[src/rtl/avalon_msg_truncator_if.sv]
// Avalon-ST beat interface: valid/rdy handshake with sop/eop framing and
// a byte-count "empty" field on the eop beat (low bytes are the invalid ones).
interface avalon_st_if #(
  parameter int unsigned DATA_WIDTH_IN_BYTES = 16
);
  localparam int unsigned EMPTY_W = (DATA_WIDTH_IN_BYTES > 1) ? $clog2(DATA_WIDTH_IN_BYTES) : 1;

  logic                               valid;
  logic                               rdy;
  logic                               sop;
  logic                               eop;
  logic [DATA_WIDTH_IN_BYTES*8-1:0]   data;
  logic [EMPTY_W-1:0]                 empty;

  modport master (output valid, sop, eop, data, empty, input rdy);
  modport slave  (input valid, sop, eop, data, empty, output rdy);
endinterface

[src/rtl/avalon_msg_truncator.sv]
// Limits every Avalon-ST message to MAX_MSG_BYTES: cuts over-long messages,
// discards their tail, and reports the forwarded length per message.
module avalon_msg_truncator #(
  parameter int unsigned DATA_WIDTH_IN_BYTES = 16,
  parameter int unsigned MAX_MSG_BYTES       = 64,
  localparam int unsigned LEN_W              = $clog2(MAX_MSG_BYTES + 1)
) (
  input  logic             clk,
  input  logic             rst,
  avalon_st_if.slave       msg_in,
  avalon_st_if.master      msg_out,
  output logic [LEN_W-1:0] msg_len,
  output logic             msg_len_valid,
  output logic             msg_truncated
);
  localparam int unsigned W       = DATA_WIDTH_IN_BYTES;
  localparam int unsigned EMPTY_W = (W > 1) ? $clog2(W) : 1;
  localparam int unsigned CW      = $clog2(MAX_MSG_BYTES + W + 1);

  typedef enum logic [1:0] {BETWEEN_MSG, IN_MSG, DROP} state_t;

  state_t             state_q, state_d;
  logic [LEN_W-1:0]   cnt_q, cnt_d;
  logic [LEN_W-1:0]   msg_len_q, msg_len_d;
  logic               len_valid_q, len_valid_d;
  logic               trunc_q, trunc_d;
  logic               out_valid_q, out_valid_d;
  logic               out_sop_q, out_sop_d;
  logic               out_eop_q, out_eop_d;
  logic [W*8-1:0]     out_data_q, out_data_d;
  logic [EMPTY_W-1:0] out_empty_q, out_empty_d;

  logic               in_rdy, accept, cut, load;
  logic [CW-1:0]      base, beat_bytes, sum, remain;
  logic [EMPTY_W-1:0] new_empty;

  assign in_rdy = (state_q == DROP) || !out_valid_q || msg_out.rdy;
  assign accept = msg_in.valid && in_rdy;

  always_comb begin
    base       = (state_q == IN_MSG) ? CW'(cnt_q) : '0;
    beat_bytes = msg_in.eop ? (CW'(W) - CW'(msg_in.empty)) : CW'(W);
    sum        = base + beat_bytes;
    remain     = CW'(MAX_MSG_BYTES) - base;
    // A non-eop beat reaching the limit exactly still has more bytes behind it.
    cut        = msg_in.eop ? (sum > CW'(MAX_MSG_BYTES)) : (sum >= CW'(MAX_MSG_BYTES));
    if (cut)             new_empty = EMPTY_W'(CW'(W) - remain);
    else if (msg_in.eop) new_empty = msg_in.empty;
    else                 new_empty = '0;
    load = accept && ((state_q == IN_MSG) || (state_q == BETWEEN_MSG && msg_in.sop));
  end

  always_comb begin
    state_d     = state_q;
    cnt_d       = cnt_q;
    msg_len_d   = msg_len_q;
    len_valid_d = 1'b0;
    trunc_d     = 1'b0;
    out_valid_d = out_valid_q;
    out_sop_d   = out_sop_q;
    out_eop_d   = out_eop_q;
    out_data_d  = out_data_q;
    out_empty_d = out_empty_q;

    if (out_valid_q && msg_out.rdy) out_valid_d = 1'b0;

    if (accept && state_q == DROP && msg_in.eop) state_d = BETWEEN_MSG;

    if (load) begin
      out_valid_d = 1'b1;
      out_sop_d   = (state_q == BETWEEN_MSG);
      out_eop_d   = msg_in.eop || cut;
      out_empty_d = new_empty;
      for (int unsigned i = 0; i < W; i++)
        out_data_d[8*i +: 8] = (i < 32'(new_empty)) ? 8'h00 : msg_in.data[8*i +: 8];
      if (cut) begin
        msg_len_d   = LEN_W'(MAX_MSG_BYTES);
        len_valid_d = 1'b1;
        trunc_d     = 1'b1;
        cnt_d       = '0;
        state_d     = msg_in.eop ? BETWEEN_MSG : DROP;
      end else if (msg_in.eop) begin
        msg_len_d   = LEN_W'(sum);
        len_valid_d = 1'b1;
        cnt_d       = '0;
        state_d     = BETWEEN_MSG;
      end else begin
        cnt_d       = LEN_W'(sum);
        state_d     = IN_MSG;
      end
    end
  end

  always_ff @(posedge clk or posedge rst) begin
    if (rst) begin
      state_q     <= BETWEEN_MSG;
      cnt_q       <= '0;
      msg_len_q   <= '0;
      len_valid_q <= 1'b0;
      trunc_q     <= 1'b0;
      out_valid_q <= 1'b0;
      out_sop_q   <= 1'b0;
      out_eop_q   <= 1'b0;
      out_data_q  <= '0;
      out_empty_q <= '0;
    end else begin
      state_q     <= state_d;
      cnt_q       <= cnt_d;
      msg_len_q   <= msg_len_d;
      len_valid_q <= len_valid_d;
      trunc_q     <= trunc_d;
      out_valid_q <= out_valid_d;
      out_sop_q   <= out_sop_d;
      out_eop_q   <= out_eop_d;
      out_data_q  <= out_data_d;
      out_empty_q <= out_empty_d;
    end
  end

  assign msg_in.rdy      = in_rdy;
  assign msg_out.valid   = out_valid_q;
  assign msg_out.sop     = out_sop_q;
  assign msg_out.eop     = out_eop_q;
  assign msg_out.data    = out_data_q;
  assign msg_out.empty   = out_empty_q;
  assign msg_len         = msg_len_q;
  assign msg_len_valid   = len_valid_q;
  assign msg_truncated   = trunc_q;
endmodule

[src/flat_wrapper.sv]
// flat-port wrapper written by rule: the top's interface ports become plain ports
module avalon_msg_truncator_flat 
#(
  parameter int unsigned DATA_WIDTH_IN_BYTES = 16,
  parameter int unsigned MAX_MSG_BYTES       = 64,
  localparam int unsigned LEN_W              = $clog2(MAX_MSG_BYTES + 1)
)
  (clk, rst, msg_len, msg_len_valid, msg_truncated, msg_in_valid, msg_in_sop, msg_in_eop, msg_in_data, msg_in_empty, msg_in_rdy, msg_out_valid, msg_out_sop, msg_out_eop, msg_out_data, msg_out_empty, msg_out_rdy);
  avalon_st_if #(.DATA_WIDTH_IN_BYTES(DATA_WIDTH_IN_BYTES)) msg_in_i ();
  avalon_st_if #(.DATA_WIDTH_IN_BYTES(DATA_WIDTH_IN_BYTES)) msg_out_i ();
  input  logic clk;
  input  logic rst;
  output logic [LEN_W-1:0] msg_len;
  output logic msg_len_valid;
  output logic msg_truncated;
  input wire logic [$bits(msg_in_i.valid)-1:0] msg_in_valid;
  input wire logic [$bits(msg_in_i.sop)-1:0] msg_in_sop;
  input wire logic [$bits(msg_in_i.eop)-1:0] msg_in_eop;
  input wire logic [$bits(msg_in_i.data)-1:0] msg_in_data;
  input wire logic [$bits(msg_in_i.empty)-1:0] msg_in_empty;
  output wire logic [$bits(msg_in_i.rdy)-1:0] msg_in_rdy;
  output wire logic [$bits(msg_out_i.valid)-1:0] msg_out_valid;
  output wire logic [$bits(msg_out_i.sop)-1:0] msg_out_sop;
  output wire logic [$bits(msg_out_i.eop)-1:0] msg_out_eop;
  output wire logic [$bits(msg_out_i.data)-1:0] msg_out_data;
  output wire logic [$bits(msg_out_i.empty)-1:0] msg_out_empty;
  input wire logic [$bits(msg_out_i.rdy)-1:0] msg_out_rdy;
  assign msg_in_i.valid = msg_in_valid;
  assign msg_in_i.sop = msg_in_sop;
  assign msg_in_i.eop = msg_in_eop;
  assign msg_in_i.data = msg_in_data;
  assign msg_in_i.empty = msg_in_empty;
  assign msg_in_rdy = msg_in_i.rdy;
  assign msg_out_valid = msg_out_i.valid;
  assign msg_out_sop = msg_out_i.sop;
  assign msg_out_eop = msg_out_i.eop;
  assign msg_out_data = msg_out_i.data;
  assign msg_out_empty = msg_out_i.empty;
  assign msg_out_i.rdy = msg_out_rdy;
  avalon_msg_truncator #(.DATA_WIDTH_IN_BYTES(DATA_WIDTH_IN_BYTES), .MAX_MSG_BYTES(MAX_MSG_BYTES)) u_core (.clk(clk), .rst(rst), .msg_in(msg_in_i), .msg_out(msg_out_i), .msg_len(msg_len), .msg_len_valid(msg_len_valid), .msg_truncated(msg_truncated));
endmodule
[config.mk]
export PLATFORM = sky130hd
export DESIGN_NAME = avalon_msg_truncator_flat
export DESIGN_NICKNAME = d
export VERILOG_FILES = /design/src/rtl/avalon_msg_truncator_if.sv /design/src/rtl/avalon_msg_truncator.sv /design/src/flat_wrapper.sv
export SDC_FILE = /design/constraint.sdc
export NUM_CORES = 1
export LEC_CHECK = 0
export ABC_AREA = 1
export CAP_MARGIN = 20
export CORE_AREA = 4 4 132 134
export CTS_CLUSTER_DIAMETER = 60
export DETAILED_ROUTE_END_ITERATION = 6
export DIE_AREA = 0 0 136 138
export PLACE_DENSITY = 0.77
export SYNTH_ARGS = -nofsm -noshare
export SYNTH_HDL_FRONTEND = slang
export SYNTH_SLANG_ARGS = --single-unit
export TNS_END_PERCENT = 100
[constraint.sdc]
create_clock -name clk -period 6.2 [get_ports clk]
set_input_delay 1.24 -clock clk [delete_from_list [all_inputs] [get_ports clk]]
set_output_delay 1.24 -clock clk [all_outputs]
set_load 0.01 [all_outputs]
Yosys cells after proc, flatten, opt, wreduce, memory -nomap -nowiden
Index checks and enable logic that the tools add are counted.
{"block": "totals", "reg_bits": 153, "in_bits": 138}
{"block": "op_classes", "addsub": 4, "n_lt_le_gt_ge": 17, "eq_ne": 2, "muxes": 36, "n_reduce_logical": 16}
{"op": "$mux W8", "n": 15}
{"op": "$mux W7", "n": 6}
{"op": "$lt A4 B4 Y1 const A", "n": 7}
{"op": "$lt A3 B4 Y1 const A", "n": 4}
{"op": "$mux W1", "n": 9}
{"op": "$lt A1 B4 Y1 const A", "n": 2}
{"op": "$lt A2 B4 Y1 const A", "n": 2}
{"op": "$mux W2", "n": 4}
{"op": "$mux W4", "n": 2}
{"op": "$sub A1 B4 Y4 const A", "n": 2}
{"op": "$add A7 B7 Y7", "n": 1}
{"op": "$ge A7 B7 Y1 const B", "n": 1}
{"op": "$gt A7 B7 Y1 const B", "n": 1}
{"op": "$logic_and A1 B1 Y1", "n": 6}
{"op": "$reduce_bool A2 Y1", "n": 3}
{"op": "$sub A5 B4 Y6 const A", "n": 1}
{"op": "$logic_or A1 B1 Y1", "n": 4}
{"op": "$eq A2 B1 Y1 const B", "n": 1}
{"op": "$eq A2 B2 Y1 const B", "n": 1}
{"op": "$logic_not A2 Y1", "n": 1}
{"op": "$reduce_and A2 Y1", "n": 1}
{"op": "$logic_not A1 Y1", "n": 1}

Logic depth before layout (Yosys ltp)
Gate-level depths: netlist of the first run.
{"block": "logic_depth", "depth_word": 8, "ltp_mapped": 23, "depth_no_buf": 21}

Worst setup path before layout of the first run
Ideal clock, no wire load.
{"block": "synth_timing", "path_kind": "input port to flip-flop", "from": "input msg_in_eop", "to": "register u_core.out_data_q[104], in the netlist u_core.msg_out.data[104]", "arrival_time_ps": 3402, "required_ps": 6072, "slack_ps": 2670, "stages": 18, "path_buffers": 2, "path_cell_list": "buf_2 -> nand2_1 -> inv_1 -> ha_1 -> fa_1 -> inv_1 -> nand3_1 -> nor2_1 -> nand3_1 -> nor2_1 -> nand2_2 -> nand2_2 -> buf_6 -> nand2_1 -> nand2_1 -> nand2_2 -> nor2_2 -> o21ai_0"}
{"block": "synth_between", "elab_chain_len": 7}
{"element": "start: declaration", "line": "flat_wrapper.sv:18", "source": "input wire logic [$bits(msg_in_i.eop)-1:0] msg_in_eop;"}
{"element": "$mux W7", "line": "avalon_msg_truncator.sv:42", "source": "beat_bytes = msg_in.eop ? (CW'(W) - CW'(msg_in.empty)) : CW'(W);"}
{"element": "$add A7 B7 Y7", "line": "avalon_msg_truncator.sv:43", "source": "sum = base + beat_bytes;"}
{"element": "$ge A7 B7 Y1 / $gt A7 B7 Y1 (equally long branches)", "line": "avalon_msg_truncator.sv:46", "source": "cut = msg_in.eop ? (sum > CW'(MAX_MSG_BYTES)) : (sum >= CW'(MAX_MSG_BYTES));"}
{"element": "$mux W1", "line": "avalon_msg_truncator.sv:46"}
{"element": "$mux W4 (*)", "line": "avalon_msg_truncator.sv:47", "source": "if (cut) new_empty = EMPTY_W'(CW'(W) - remain);"}
{"element": "$lt A4 B4 Y1 (*)", "line": "avalon_msg_truncator.sv:75", "source": "out_data_d[8*i +: 8] = (i < 32'(new_empty)) ? 8'h00 : msg_in.data[8*i +: 8];"}
{"element": "$mux W8 (*)", "line": "avalon_msg_truncator.sv:75"}
{"element": "end signal: assignment", "line": "avalon_msg_truncator.sv:115", "source": "out_data_q <= out_data_d;"}
{"element": "end: declaration", "line": "avalon_msg_truncator.sv:30", "source": "logic [W*8-1:0] out_data_q, out_data_d;"}
Every way passes the cells marked *; elsewhere a longest branch is shown, timed or not.
A chain may end at the register's enable or synchronous reset.

Worst setup path in the final report of the first run
{"block": "layout_timing", "from": "input msg_in_eop", "to": "register u_core.out_data_q[21], in the netlist u_core.msg_out.data[21]"}
{"block": "layout_between", "elab_chain_len": 7}
{"element": "$mux W7", "line": "avalon_msg_truncator.sv:42"}
{"element": "$add A7 B7 Y7", "line": "avalon_msg_truncator.sv:43"}
{"element": "$ge A7 B7 Y1 / $gt A7 B7 Y1 (equally long branches)", "line": "avalon_msg_truncator.sv:46"}
{"element": "$mux W1", "line": "avalon_msg_truncator.sv:46"}
{"element": "$mux W4 (*)", "line": "avalon_msg_truncator.sv:47"}
{"element": "$lt A2 B4 Y1 (*)", "line": "avalon_msg_truncator.sv:75"}
{"element": "$mux W8 (*)", "line": "avalon_msg_truncator.sv:75"}
Marks and branches as above.

==> reports/results.env, run 1 <==
DRT-INITIAL-DRC-COUNT=455
YOSYSSEQAREASHARE_PCT=55.74
CRIT_TYPE='in -> reg'
POSTROUTEANTENNANETS=0
P_PER_AREA_mW_PER_MM2=457.3
MAX_CAP_VIOLATIONS=0
SYN_AVG_CELL_AREA_UM2=8.119
DRT-PASS1-ITER-COUNT=5
WORSTPATHCELLLIST='clkdlybuf4s50_1, nand2_1, inv_1, ha_1, fa_1, inv_1, nand3_1, nor2_1, nand3_1, nor2_1, nand2_2, nand2_2, nand2_1, nand2_2, nand2_2, nor2_4, nand2_1, nand2_1'
CRIT_PATH_SETUP_SLACK_LAYOUT_NS=2.003
TIMING.SETUP.TNS_NS=0
FP.DIEAREA_MM2=0.01877
CTS_SINKS=153
POST-CTS-SETUP-BUFFERS=0
CP.REQUIRED_NS=6.55
VDD.IR_DROP.WORST_uV=220.7
GROUTE.USAGE.OVERALL_PCT=22.25
DIE-WIDTH_UM=136
RELSLEWSLACK_PCT=40.56
SETUP-VIOLATIONS-FINAL=0
GRT_FIRST_PASS_WIRELENGTH_MM=33.18
ANTENNA_FOUND_INITIAL=0
NUM_VIAS=6330
CTS.ROOT.BUFFER_CELL='clkbuf_16'
INITIAL_CORE_UTIL_PCT=42.17
DP_WORST_SETUP_SLACK_NS=1.626
CTS.HOLD.BUFFERS_ADDED=0
VIA_COUNT_OF_THE_FIRST_GLOBAL_ROUTING_PASS=6307
MOST_COMMON_LIBRARY_CELL_IN_THE_LAYOUT_IGNORING_FILL_AND_TAPS='nand2_1'
FINAL_LAYOUT_SIZE_SUFFIX_GT1_SHARE_PCT=5.830
YOSYSWARNINGS=0
MIN_PERIOD_OVER_PERIOD_PCT=67.69
SETUP.WORST_PATH.END_CLASS='register'
FINALMAXSLEWVIOLATIONS=0
YOSYS.CELL_TYPES.COUNT=32
FINAL_HOLD_FAILS=0
CRIT_ARRIVAL_NS=4.55
WORST_HOLD_PATH_TYPE='reg -> reg'
CORE.ROWCOUNT=47
CORE_MM2=0.01629
SIGNED_AREA_CHANGE_FROM_THE_SYNTHESIZED_NETLIST_TO_THE_FINAL_LAYOUT_PCT=51.97
WORST_SKEW_PAIR.LATE_LATENCY_NS=0.42
DELAY_OF_THE_SLOWEST_CELL_ON_THE_WORST_PATH_NS=0.67
LAYOUT_COMMON_CELLS='368 x nand2_1, 282 x clkdlybuf4s50_1, 153 x dfrtp_1'
CPMAXSTAGEDELAYCELL='clkdlybuf4s50_1'
SYNTH_ENABLE_FLOP_CELLS=0
CLOCK-SKEW-FINAL_NS=0.006926
POSTLAYOUTCOREUTIL_PCT=64.08
RSZ0062_AT_GRT='false'
MAX-CLOCK-PATH-BUFFERS=2
TRITONCTS.NUM_BUFFERS=17
CTS.CLK_SLEW.WORST_PATHS_NS=0.06
YS_FF_LATCH=153
RUN_STATUS='complete, no violations'
SYNTH_TOP_FLOP_CELL='dfrtp_1'
FINALWEIGHTEDCONGESTION=0.8971
ASYNC_RESET_FF_SHARE_PCT=100.0
PLACE_HPWL_MM=15.37
AVGROUTEDWIREPERCELL_UM=15.49
FLOORPLAN.IO_PINS=283
GRT_START_MAX_NET_PINS=93
PLACE.PORT_BUFFERS=282
SYNTHESIZED_NETLIST_CELL_COUNT=846
TYPE_OF_ELEMENT_LAUNCHING_THE_CRITICAL_PATH='input port'
POSTCTSRESIZEDCELLS=0
DETAIL_ROUTE.VIAS_PER_CELL=4.682
MAPPEDNETLISTAREA_MM2=0.006869
HTREE_LEVELS=4
TIMING.FINAL.CRIT_PERIOD_NS=4.197
NUM-NETS-FINAL=1266
LAYOUT.FILLER_CELLS=1357
DETAIL_ROUTE.WIRELENGTH_MM=20.94
POWER.STATIC_LEAKAGE_nW=5.177
GR-TOTAL-OVERFLOW=0
SYN_NETS=991
CRITICAL_PATH.MAX_FANOUT=11
CTS_TREE='built'
ACHIEVABLE-FREQUENCY_MHz=238.3
CHIP_HEIGHT_UM=138
N_ANTENNA_CELL=0
HOLD_SLACK_NS=0.4678
WORST-SLEW-PIN-TRANSITION_NS=0.8916
DRC_ERRORS=0
==> state kept, by name (all words and copies together) (netlist names) <==
register,count
u_core.cnt_q,7
u_core.msg_len,7
u_core.msg_len_valid,1
u_core.msg_out.data,128
u_core.msg_out.empty,4
u_core.msg_out.eop,1
u_core.msg_out.sop,1
u_core.msg_out.valid,1
u_core.msg_truncated,1
u_core.state_q,2
==> report_power, final <==
group | switching, mW | internal [mW] | total (mW)
logic | 1.00 | 1.06 | 2.06
registers | 0.248 | 1.45 | 1.70
clock network | 0.407 | 0.609 | 1.02
==> final timing paths <==
path	startpoint	to	slack, ns	cells past startpoint
worst max-delay path	msg_in_eop	u_core.msg_out.data[21]$_DFFE_PP0P_	2.00	18
worst min-delay path	u_core.msg_out.data[123]$_DFFE_PP0P_	u_core.msg_out.data[123]$_DFFE_PP0P_	0.47	2
worst min register to register	u_core.msg_out.data[123]$_DFFE_PP0P_	u_core.msg_out.data[123]$_DFFE_PP0P_	0.47	2
min in group asynchronous	rst	u_core.msg_out.data[59]$_DFFE_PP0P_	1.37	2
worst max register to register	u_core.state_q[1]$_DFFE_PP0P_	u_core.msg_out.data[21]$_DFFE_PP0P_	2.72	18
max in group asynchronous	rst	u_core.msg_out.data[78]$_DFFE_PP0P_	3.81	3
==> cells by family after synthesis <==
| family | share of synthesized area (%) |
|---|---|
| compound gates | 3.789 |
| fa+ha+maj | 1.384 |
| buf+inv | 6.539 |
| flops | 55.74 |
| simple gates | 32.55 |
==> through the flow <==
stage	cells	power (mW)	area, µm²
floorplan	846	2.577	6869
global placement	1322	3.735	9866
detailed placement	1322	3.785	9866
CTS	1352	4.822	10440
global route	1352	5.082	10440
finish	1352	4.774	10440
==> per-layer routing <==
| metal | track usage [%] | up-vias | wire length, µm |
|---|---|---|---|
| met1 | 27.73 | 2919 | 8551 |
| met4 | 7.533 | 0 | 469 |
| li1 | - | 3158 | - |
| met5 | 0 | - | 0 |
| met2 | 36.74 | 217 | 10260 |
| met3 | 6.831 | 36 | 1651 |
==> cells in the mapped netlist, types with 4 or more instances <==
cell type	count	area share [%]
ha_1	6	1.1
o21ai_1	8	0.58
nand2_2	11	1.0
buf_6	5	0.82
dfrtp_1	153	56
o22ai_1	5	0.46
nand2_1	368	20
o21ai_0	30	2.2
clkbuf_1	24	1.3
inv_2	4	0.22
inv_1	71	3.9
nand2_4	4	0.66
nand3_1	65	4.7
nor2_1	61	3.3
==> layout make-up <==
cell class	instances	area (µm²)	area share (%)
well taps	220	275.3	2.637
flip-flops and latches	153	3829	36.68
multi-input cells	585	2591	24.82
repair buffers	286	2865	27.45
clock inverters	11	120.1	1.151
inverters	78	305.3	2.925
clock buffers	19	452.9	4.339
==> critical path: cells and delay by family <==
kind,cells,cell delay [ns]
adder cells (fa/ha/maj),2,0.66
AND/OR/NAND/NOR,13,1.79
buffers and inverters,3,0.87
No activity file was read; power rests on OpenSTA's default activity.
==> run 2: changes to the inputs <==
--- a/config.mk
+++ b/config.mk
@@ -7,11 +7,11 @@
 export LEC_CHECK = 0
 export ABC_AREA = 1
 export CAP_MARGIN = 20
-export CORE_AREA = 4 4 132 134
+export CORE_AREA = 4 4 138 140
 export CTS_CLUSTER_DIAMETER = 60
 export DETAILED_ROUTE_END_ITERATION = 6
-export DIE_AREA = 0 0 136 138
-export PLACE_DENSITY = 0.77
+export DIE_AREA = 0 0 142 144
+export PLACE_DENSITY = 0.74
 export SYNTH_ARGS = -nofsm -noshare
 export SYNTH_HDL_FRONTEND = slang
 export SYNTH_SLANG_ARGS = --single-unit
==> constraint.sdc (replaced) <==
create_clock -name clk -period 3.74 [get_ports clk]
set_input_delay 0.748 -clock clk [delete_from_list [all_inputs] [get_ports clk]]
set_output_delay 0.748 -clock clk [all_outputs]
set_load 0.01 [all_outputs]
==> run 2 against run 1 <==
Net effect: total power rose by 71%; clock-buffer cell count unchanged; via count rose by 2.2%; cell count rose by 3.3%; utilization fell by 3.3 points; combinational power is 70% higher; sequential share of layout area is 1.4 points lower; cell area grew 3.8%; critical endpoint is now u_core.msg_out.data[117]$_DFFE_PP0P_; largest cell class unchanged.
==> reports/results.env, run 2 (synthesis gave the netlist of run 1 again) <==
FP.DIEAREA_MM2=0.02045  # was 0.01877 mm²
HOLD_SLACK_NS=0.4681  # was 0.4678 ns
CTS.ROOT.BUFFER_CELL='clkbuf_16'  # unchanged
P_CLK_SHARE_PCT=22.6  # was 21.3%
CORE.ROWCOUNT=49  # was 47
PLACE_HPWL_MM=15.88  # was 15.37 mm
TYPE_OF_ELEMENT_LAUNCHING_THE_CRITICAL_PATH='input port'  # unchanged
LAYOUT.CELL_AREA.NON_FILLER_MM2=0.01084  # was 0.01044 mm²
MAX-CLOCK-PATH-BUFFERS=2  # unchanged
WORST_HOLD_PATH_TYPE='reg -> reg'  # unchanged
SETUP-VIOLATIONS-FINAL=0  # unchanged
CORE_MM2=0.01784  # was 0.01629 mm²
TIMING.SETUP.TNS_NS=0  # unchanged
MOST_COMMON_LIBRARY_CELL_IN_THE_LAYOUT_IGNORING_FILL_AND_TAPS='nand2_1'  # unchanged
CP.REQUIRED_NS=4.04  # was 6.55 ns
RELSLEWSLACK_PCT=42.31  # was 40.56%
P_PER_AREA_mW_PER_MM2=752.9  # was 457.3 mW/mm²
DETAIL_ROUTE.VIAS_PER_CELL=4.633  # was 4.682
WORST-R2R-SETUP-SLACK_NS=0.56  # was 2.72 ns
HTREE_LEVELS=4  # unchanged
POSTROUTEANTENNANETS=0  # unchanged
N_ANTENNA_CELL=0  # unchanged
PLACE.PORT_BUFFERS=282  # unchanged
RUN_STATUS='complete, no violations'  # unchanged
NUM_VIAS=6468  # was 6,330
CTS.CLK_SLEW.WORST_PATHS_NS=0.06  # about the same
LAYOUT_COMMON_CELLS='367 x nand2_1, 282 x clkdlybuf4s50_1, 153 x dfrtp_1'  # was 368 x nand2_1, 282 x clkdlybuf4s50_1, 153 x dfrtp_1
GROUTE.USAGE.OVERALL_PCT=20.99  # was 22.25%
GRT_FIRST_PASS_WIRELENGTH_MM=34.02  # was 33.18 mm
SETUP.WORST_PATH.END_CLASS='register'  # unchanged
AVGROUTEDWIREPERCELL_UM=15.38  # was 15.49 µm
POSTLAYOUTCOREUTIL_PCT=60.75  # was 64.08%
VIA_COUNT_OF_THE_FIRST_GLOBAL_ROUTING_PASS=6488  # was 6,307
CTS_TREE='built'  # unchanged
CRITICAL_PATH.STARTPOINT='msg_in_empty[0]'  # was msg_in_eop
INTERNAL_POWER_mW=5.371  # was 3.119 mW
FINAL_LAYOUT_SIZE_SUFFIX_GT1_SHARE_PCT=8.655  # was 5.830%
INITIAL_CORE_UTIL_PCT=38.50  # was 42.17%
TIMING.FINAL.CRIT_PERIOD_NS=3.423
LAYOUT.FILLER_CELLS=1592  # was 1,357
ANTENNA_FOUND_INITIAL=0  # unchanged
DETAIL_ROUTE.WIRELENGTH_MM=21.47  # was 20.94 mm
GR-TOTAL-OVERFLOW=0  # unchanged
WORST_SKEW_PAIR.LATE_LATENCY_NS=0.42  # about the same
WORSTSETUPENDPOINT='u_core.msg_out.data[117]$_DFFE_PP0P_'  # was u_core.msg_out.data[21]$_DFFE_PP0P_
COMB_POWER_SHARE_PCT=42.9  # was 43.2%
ACHIEVABLE-FREQUENCY_MHz=292.2
SEQUENTIAL_SHARE_OF_POWER_PCT=34.5  # was 35.6%
REG2REG_FROM='u_core.state_q[1]$_DFFE_PP0P_'  # unchanged
WORST-SLEW-PIN-TRANSITION_NS=0.8635  # was 0.8916 ns
DRC_ERRORS=0  # unchanged
CHIP_HEIGHT_UM=144  # was 138 µm
P_SWITCHING_mW=2.790  # was 1.655 mW
MIN_PERIOD_OVER_PERIOD_PCT=91.52
FLOORPLAN.IO_PINS=283  # unchanged
R2R_END='u_core.msg_out.data[6]$_DFFE_PP0P_'  # was u_core.msg_out.data[21]$_DFFE_PP0P_
TIMING.REG2REG.WORST_PATH_DEPTH=18  # unchanged
DRT-PASS1-ITER-COUNT=5  # unchanged
DRT-INITIAL-DRC-COUNT=424  # was 455
AREA.SEQUENTIAL_MM2=0.003829  # unchanged
MAX_FFS_PER_REGISTER=128  # unchanged
SW_FRAC_OF_TOTAL_PCT=34.18  # was 34.66%
MAX_CAP_VIOLATIONS=0  # unchanged
FINAL_HOLD_FAILS=0  # unchanged
RSZ0062_AT_GRT='false'  # unchanged
POWER.STATIC_LEAKAGE_nW=5.383  # was 5.177 nW
CRITICAL_PATH.MAX_FANOUT=8  # was 11
TRITONCTS.NUM_BUFFERS=17  # unchanged
GRT_START_MAX_NET_PINS=109  # was 93
FINALMAXSLEWVIOLATIONS=0  # unchanged
NUM-NETS-FINAL=1299  # was 1,266
DIE-WIDTH_UM=142  # was 136 µm
POST-CTS-SETUP-BUFFERS=0  # unchanged
CRIT_ARRIVAL_NS=3.72  # was 4.55 ns
MULTI_INPUT_COMB_AREA_MM2=0.002594  # was 0.002591 mm²
VDD.IR_DROP.WORST_uV=342.4  # was 220.7 µV
CRIT_TYPE='in -> reg'  # unchanged
POST_DP_CELL_AREA_MM2=0.01021  # was 0.009866 mm²
FINALWEIGHTEDCONGESTION=0.9129  # was 0.8971
CTS_SINKS=153  # unchanged
CLOCK-SKEW-FINAL_NS=0.01088  # was 0.006926 ns
SIGNED_AREA_CHANGE_FROM_THE_SYNTHESIZED_NETLIST_TO_THE_FINAL_LAYOUT_PCT=57.80  # was 51.97%
==> run 2: power by group through the flow <==
| stage | Clock, mW | Sequential (mW) | Combinational (mW) |
|---|---|---|---|
| 6_report | 1.84 | 2.82 | 3.50 |
| 3_3_place_gp | 0 | 2.81 | 3.50 |
| 4_1_cts | 1.88 | 2.82 | 3.56 |
| 5_1_grt | 1.96 | 2.91 | 3.84 |
| 2_1_floorplan | 0 | 3.15 | 1.13 |
| 3_5_place_dp | 0 | 2.82 | 3.55 |
==> run 2: how the worst min path moves through the flow <==
stage / startpoint / to / slack (ns) / cells past startpoint
6_report: u_core.msg_out.data[124]$_DFFE_PP0P_ / u_core.msg_out.data[124]$_DFFE_PP0P_ / 0.47 / 2
5_1_grt: u_core.msg_out.data[7]$_DFFE_PP0P_ / u_core.msg_out.data[7]$_DFFE_PP0P_ / 0.50 / 2
4_1_cts: u_core.msg_out.data[124]$_DFFE_PP0P_ / u_core.msg_out.data[124]$_DFFE_PP0P_ / 0.47 / 2
3_5_place_dp: u_core.msg_out.data[124]$_DFFE_PP0P_ / u_core.msg_out.data[124]$_DFFE_PP0P_ / 0.46 / 2
3_3_place_gp: u_core.msg_out.data[124]$_DFFE_PP0P_ / u_core.msg_out.data[124]$_DFFE_PP0P_ / 0.45 / 2
2_1_floorplan: u_core.cnt_q[5]$_DFFE_PP0P_ / u_core.cnt_q[5]$_DFFE_PP0P_ / 0.48 / 2
==> run 2: layer usage <==
metal | up-vias | share of wire [%] | global-route usage (%)
li1 | 3221 | - | -
met3 | 27 | 7.2 | 5.952
met1 | 3009 | 42 | 26.60
met2 | 211 | 49 | 34.93
met5 | - | 0 | 0
met4 | 0 | 1.8 | 6.717
==> run 2: repair_timing <==
item | in CTS | in global routing
hold buffers | 0 | 0
endpoints found under the setup margin | 0 | 2
resized for setup | 0 | 2
==> run 2: layout make-up <==
cell class / instances / area share (%)
Sequential cell: 153 / 35.32
Timing Repair Buffer: 319 / 29.53
Multi-Input combinational cell: 585 / 23.93
Clock buffer: 19 / 3.994
Inverter: 78 / 2.805
Tap cell: 229 / 2.643
Clock inverter: 13 / 1.778
==> run 2: per-stage QoR <==
| stage | power (mW) | instances | worst slack, ns |
|---|---|---|---|
| 6_report | 8.160 | 1396 | 0.3171 |
| 5_1_grt | 8.710 | 1396 | 0.004007 |
| 4_1_cts | 8.261 | 1396 | 0.2984 |
| 3_5_place_dp | 6.373 | 1364 | -0.07555 |
| 3_3_place_gp | 6.310 | 1364 | -0.05327 |
| 2_1_floorplan | 4.273 | 846 | 0.7023 |
==> run 2: critical path, stage by stage <==
cell             delay (ns)
clkdlybuf4s50_1        0.43
buf_4                  0.15
o31a_1                 0.23
nor3_1                 0.26
ha_1                   0.36
a21oi_1                0.19
nor2_1                 0.07
nor2_1                 0.08
nand3_1                0.11
nand2_2                0.16
nand2_2                0.14
nand2_1                0.10
nand2_2                0.12
buf_12                 0.16
nor2_8                 0.09
nand2_2                0.16
nand2_1                0.10
nand2_1                0.05
